### src/rtl/cook_timer.sv
// cook_timer: BCD mm:ss countdown timer for the microwave controller.
// Keypad digits shift in from the right while the magnetron is off. While the
// magnetron runs, a prescaler produces one tick per second and each tick
// decrements the time with BCD borrow. tdone pulses for one cycle after the
// decrement that lands on 00:00.
module cook_timer #(
    parameter int unsigned TICKS_PER_SEC = 100
) (
    input  logic       clk,
    input  logic       rst_n,
    input  logic       digit_valid,
    input  logic [3:0] digit,
    input  logic       limpan,
    input  logic       magnetron_on,
    output logic [3:0] min_tens,
    output logic [3:0] min_units,
    output logic [3:0] sec_tens,
    output logic [3:0] sec_units,
    output logic       zero,
    output logic       tdone,
    output logic [1:0] estado
);

    localparam int unsigned PW = $clog2(TICKS_PER_SEC);
    localparam logic [PW-1:0] PRESC_MAX = PW'(TICKS_PER_SEC - 1);

    typedef enum logic [1:0] {
        VAZIO    = 2'd0,
        PRONTO   = 2'd1,
        CONTANDO = 2'd2,
        FIM      = 2'd3
    } estado_t;

    // One-second BCD decrement with borrow. Only used on a nonzero time, so
    // the min_tens borrow never underflows.
    function automatic logic [15:0] bcd_dec(input logic [15:0] t);
        logic [3:0] mt;
        logic [3:0] mu;
        logic [3:0] st;
        logic [3:0] su;
        {mt, mu, st, su} = t;
        if (su != 4'd0) begin
            su = su - 4'd1;
        end else begin
            su = 4'd9;
            if (st != 4'd0) begin
                st = st - 4'd1;
            end else begin
                st = 4'd5;
                if (mu != 4'd0) begin
                    mu = mu - 4'd1;
                end else begin
                    mu = 4'd9;
                    mt = mt - 4'd1;
                end
            end
        end
        return {mt, mu, st, su};
    endfunction

    logic [3:0]    r_min_tens;
    logic [3:0]    r_min_units;
    logic [3:0]    r_sec_tens;
    logic [3:0]    r_sec_units;
    logic [PW-1:0] r_presc;
    logic          r_tdone;
    estado_t       r_estado;

    logic [15:0]   w_time;
    logic [15:0]   w_shift;
    logic [15:0]   w_dec;
    logic          w_zero;
    logic          w_digit_ok;
    logic          w_shift_nz;
    logic          w_run;
    logic          w_tick;
    logic          w_dec_zero;

    assign w_time     = {r_min_tens, r_min_units, r_sec_tens, r_sec_units};
    assign w_zero     = (w_time == 16'h0000);
    assign w_digit_ok = digit_valid && !magnetron_on && (digit <= 4'd9);
    assign w_shift    = {r_min_units, r_sec_tens, r_sec_units, digit};
    assign w_shift_nz = (w_shift != 16'h0000);
    assign w_run      = magnetron_on && !w_zero;
    assign w_tick     = w_run && (r_presc == PRESC_MAX);
    assign w_dec      = bcd_dec(w_time);
    assign w_dec_zero = (w_dec == 16'h0000);

    // Time digits, prescaler, done pulse and controller state; limpan clears
    // everything and beats digit entry, which beats the countdown tick.
    always_ff @(posedge clk or negedge rst_n) begin
        if (!rst_n) begin
            r_min_tens  <= 4'd0;
            r_min_units <= 4'd0;
            r_sec_tens  <= 4'd0;
            r_sec_units <= 4'd0;
            r_presc     <= '0;
            r_tdone     <= 1'b0;
            r_estado    <= VAZIO;
        end else if (!limpan) begin
            r_min_tens  <= 4'd0;
            r_min_units <= 4'd0;
            r_sec_tens  <= 4'd0;
            r_sec_units <= 4'd0;
            r_presc     <= '0;
            r_tdone     <= 1'b0;
            r_estado    <= VAZIO;
        end else begin
            // Pausing or sitting at 00:00 throws away the partial second.
            if (w_run) begin
                r_presc <= (r_presc == PRESC_MAX) ? '0 : r_presc + PW'(1);
            end else begin
                r_presc <= '0;
            end

            if (w_digit_ok) begin
                {r_min_tens, r_min_units, r_sec_tens, r_sec_units} <= w_shift;
                r_tdone <= 1'b0;
            end else if (w_tick) begin
                {r_min_tens, r_min_units, r_sec_tens, r_sec_units} <= w_dec;
                r_tdone <= w_dec_zero;
            end else begin
                r_tdone <= 1'b0;
            end

            case (r_estado)
                VAZIO: begin
                    if (w_digit_ok && w_shift_nz) begin
                        r_estado <= PRONTO;
                    end else begin
                        r_estado <= VAZIO;
                    end
                end
                PRONTO: begin
                    if (w_digit_ok) begin
                        r_estado <= w_shift_nz ? PRONTO : VAZIO;
                    end else if (magnetron_on) begin
                        r_estado <= CONTANDO;
                    end else begin
                        r_estado <= PRONTO;
                    end
                end
                CONTANDO: begin
                    if (w_tick && w_dec_zero) begin
                        r_estado <= FIM;
                    end else if (w_digit_ok) begin
                        r_estado <= w_shift_nz ? PRONTO : VAZIO;
                    end else if (!magnetron_on) begin
                        r_estado <= PRONTO;
                    end else begin
                        r_estado <= CONTANDO;
                    end
                end
                FIM: begin
                    if (w_digit_ok && w_shift_nz) begin
                        r_estado <= PRONTO;
                    end else begin
                        r_estado <= VAZIO;
                    end
                end
                default: begin
                    r_estado <= VAZIO;
                end
            endcase
        end
    end

    assign min_tens  = r_min_tens;
    assign min_units = r_min_units;
    assign sec_tens  = r_sec_tens;
    assign sec_units = r_sec_units;
    assign zero      = w_zero;
    assign tdone     = r_tdone;
    assign estado    = r_estado;

endmodule

### config.mk
export PLATFORM = sky130hd
export DESIGN_NAME = cook_timer
export DESIGN_NICKNAME = d
export VERILOG_FILES = /design/src/rtl/cook_timer.sv
export SDC_FILE = /design/constraint.sdc
export NUM_CORES = 1
export LEC_CHECK = 0
export CORE_ASPECT_RATIO = 0.7
export CORE_MARGIN = 3
export CORE_UTILIZATION = 56
export DETAILED_ROUTE_END_ITERATION = 16
export GPL_TIMING_DRIVEN = 0
export PLACE_DENSITY = 0.84
export SYNTH_ARGS = -nofsm -noshare
export SYNTH_HDL_FRONTEND = slang
export SYNTH_SLANG_ARGS = --single-unit
### constraint.sdc
create_clock -name clk -period 4.1 [get_ports clk]
set_clock_uncertainty 0.15 [all_clocks]
set_input_delay 0.41 -clock clk [delete_from_list [all_inputs] [get_ports clk]]
set_output_delay 0.41 -clock clk [all_outputs]
set_load 0.1 [all_outputs]
==> flow_metrics.py <==
metrics = {
    "placed_design": {
        "place_area_mm2": 0.00200,
        "pre_cts_ws_ns": 0.773,
        "io_buffers": 27,
        "gp_congestion": 1.00,
        "place_inst": 248,
        "dp_hpwl_um": 3450,
    },
    "route": {
        "vias_per_cell": 6.65,
        "drtAntennaViolNets": 0,
        "wire_per_inst_um": 18.9,
        "drc": 0,
        "first_iter_violations": 219,
        "dr_total_vias": 1670,
        "wl_um": 4740,
        "firstDrtPassIters": 6,
    },
    "floorplan": {
        "die_h_um": 51.9,
        "rows": 15,
        "die_width_um": 71.6,
        "ios": 29,
        "initial_core_util_pct": 63.2,
        "fp.coreArea_mm2": 0.00267,
        "dieArea_mm2": 0.00371,
    },
    "timing": {
        "timing.hold.ws_ns": 0.356,
        "drv_slew": 0,
        "slew_headroom_pct": 18.9,
        "rsz0062_at_grt": "false",
        "setup_viol": 0,
        "finalHoldViolCount": 0,
        "worstMarginPinSlew_ns": 1.21,
        "fin_ws_ns": 0.371,
        "clock.fmax_ghz": 0.268,
        "tns_ns": 0,
        "min_period_over_period_pct": 91.0,
        "period_minus_slack_ns": 3.73,
    },
    "worst_setup_path": {
        "crit_buf_inv": 3,
        "cp-end-kind": "output port",
        "crit_family": "buffers and inverters",
        "arrival_ns": 3.17,
        "crit_fanout": 9,
        "cpMaxStageDelayCell": "clkdlybuf4s50_1",
        "start_kind": "flop",
        "cp_cell_sequence": "clkbuf_1 -> nor4_1 -> nand4_1 -> inv_1 -> clkdlybuf4s50_1",
        "critical-path-max-stage-delay_ns": 1.15,
        "worstPathRequired_ns": 3.54,
        "path_class": "reg2out",
    },
    "clock_tree": {
        "cts.path.max_buffers": 2,
        "cts_resized": 0,
        "clkSinkCount": 26,
        "root_buffer": "clkbuf_8",
        "hold_buffers": 0,
        "cts_setup_buffers": 0,
        "htreeDepth": 1,
        "clk_pin_slew_worst_paths_ns": 0.09,
        "cts_tree": "yes",
        "numCtsBuffers": 3,
        "clk_latency_ns": 0.27,
    },
    "flow_run": {
        "drv_cap": 0,
    },
    "layout": {
        "seq_area_um2": 651,
        "layout.cells.non_filler": 251,
        "fin_area_mm2": 0.00204,
        "multi_input_area_um2": 978,
        "nets": 233,
        "n_antenna_cell": 0,
        "area.growth.synth_to_final_pct": 21.0,
        "fillers": 202,
        "drive_above_1_share_pct": 6.45,
        "final_util_pct": 76.5,
    },
    "status": {
        "status": "completed",
    },
    "pwr": {
        "power.density_mw_per_mm2": 302,
        "total_power_uw": 616,
        "peakVddDrop_v": 0.000228,
        "leakagePower_nw": 0.868,
    },
    "global_routing": {
        "grtUsageMet3_pct": 5.98,
        "grt-ovfl-total": 0,
        "use_met1_pct": 40.4,
        "grt_util_met2_pct": 42.1,
        "track_usage_pct": 27.8,
        "grt_pass1_vias": 1538,
        "antenna_found_initial": 0,
        "grt_pass1_wl_um": 7830,
        "grt-busiest-layer": "met2",
        "grt_start_max_net_pins": 27,
    },
    "yosys": {
        "syn_area_mm2": 0.00169,
        "synthCells": 187,
        "async_reset_ff_share_pct": 100,
        "ys_warn_count": 0,
        "synth_cell_types": 47,
        "synth-main-ff-cell": "dfrtp_1",
        "ys_ff_latch": 26,
        "synth_edf_count": 0,
        "syn_area_per_cell_um2": 9.01,
        "ys_seq_area_share_pct": 38.6,
        "synth_nets": 201,
    },
    "hold_path": {
        "hp-class": "reg2reg",
    },
}
-- final timing paths --
path	start	cells after the start	endpoint	slack, ns
min	r_presc[0]	1	r_presc[0]	0.36
max in group asynchronous	rst_n	1	r_presc[2]	2.46
min in group asynchronous	rst_n	1	estado[0]	0.62
min reg2reg	r_presc[0]	1	r_presc[0]	0.36
max reg2reg	min_units[2]	6	min_units[1]	1.42
max	min_units[2]	5	zero	0.37
-- state kept, by name, summed over array words and instances (netlist names) --
signal     count
tdone          1
sec_tens       4
estado         2
min_units      4
r_presc        7
sec_units      4
min_tens       4
-- per-layer routing --
layer,up-vias,wire length [um]
li1,756,-
met1,781,2100
met2,122,2020
met3,11,539
met4,0,74
met5,-,0
-- worst register-to-register path: cells and delay by family (launching register included) --
| family | cells | cell delay (ns) |
|---|---|---|
| simple gates | 3 | 1.41 |
| compound gates | 2 | 0.41 |
| flops | 1 | 0.39 |
| buf+inv | 1 | 0.22 |
-- report_power, final --
group	leakage [nW]	internal [mW]	switching (mW)
Sequential	0.358	0.264	0.0123
Clock	0.0216	0.0659	0.0788
Combinational	0.489	0.0565	0.139
Total	0.868	0.386	0.230
-- cell families (layout without fill, tap and decap cells) --
group                      after synthesis  in the layout  synth area share [%]
AOI/OAI and AO/OA                       38             38                  15.7
xor gates and xnor gates                12             12                  6.24
adders and majority gates                5              5                  3.71
buffers and inverters                   15             45                  3.34
DFF                                     26             26                  38.6
muxes                                    4              4                  2.97
and+or+nand+nor                         87             87                  29.4
-- Yosys cell counts (2+ instances only) --
cell       instances  share of area [%]
a211oi_1           5                2.2
a211oi_2           2                1.5
a21oi_1            6                1.8
a2bb2oi_1          2                1.0
and3_1             4                1.5
clkbuf_1           8                1.8
dfrtp_1           26                 39
ha_1               5                3.7
inv_1              7                1.6
mux2_4             2                1.8
mux2i_1            2                1.2
nand2_1           12                2.7
nand3_1           12                3.6
nand4_1            6                2.2
nor2_1            22                4.9
nor3_1             2               0.59
nor3b_1            2               0.89
nor4_1             4                1.5
nor4b_1            3                1.6
o211ai_1           4                1.8
o21ai_0            6                1.8
o21ai_1            3               0.89
o31ai_1            2               0.89
or3_1              3                1.1
or4_1              4                1.8
or4_4              2                1.3
xnor2_1            4                2.1
xor2_1             8                4.2
-- layout make-up --
type                       instances  area share (%)
multi-input combinational        146            48.0
sequential                        26            31.9
timing repair buffer              27            13.3
tap                               34            2.09
clock buffer                       3            2.02
buffer                             8            1.47
inverter                           7            1.29
-- placed cells by master (no fill, tap or decap), types with 2 or more instances in the layout --
cell,Yosys,routed
nor4_1,4,4
or4_1,4,4
a211oi_1,5,5
o211ai_1,4,4
a2bb2oi_1,2,2
a211oi_2,2,2
mux2_4,2,2
nand2_1,12,12
clkdlybuf4s50_1,0,27
nor3b_1,2,2
nand3_1,12,12
a21oi_1,6,6
dfrtp_1,26,26
o21ai_0,6,6
ha_1,5,5
nor4b_1,3,3
or4_4,2,2
o21ai_1,3,3
nor3_1,2,2
mux2i_1,2,2
xnor2_1,4,4
nor2_1,22,22
o31ai_1,2,2
clkbuf_1,8,8
and3_1,4,4
or3_1,3,3
clkbuf_8,0,3
inv_1,7,7
nand4_1,6,6
xor2_1,8,8
Note: power is estimated with default switching activity, not from simulation.
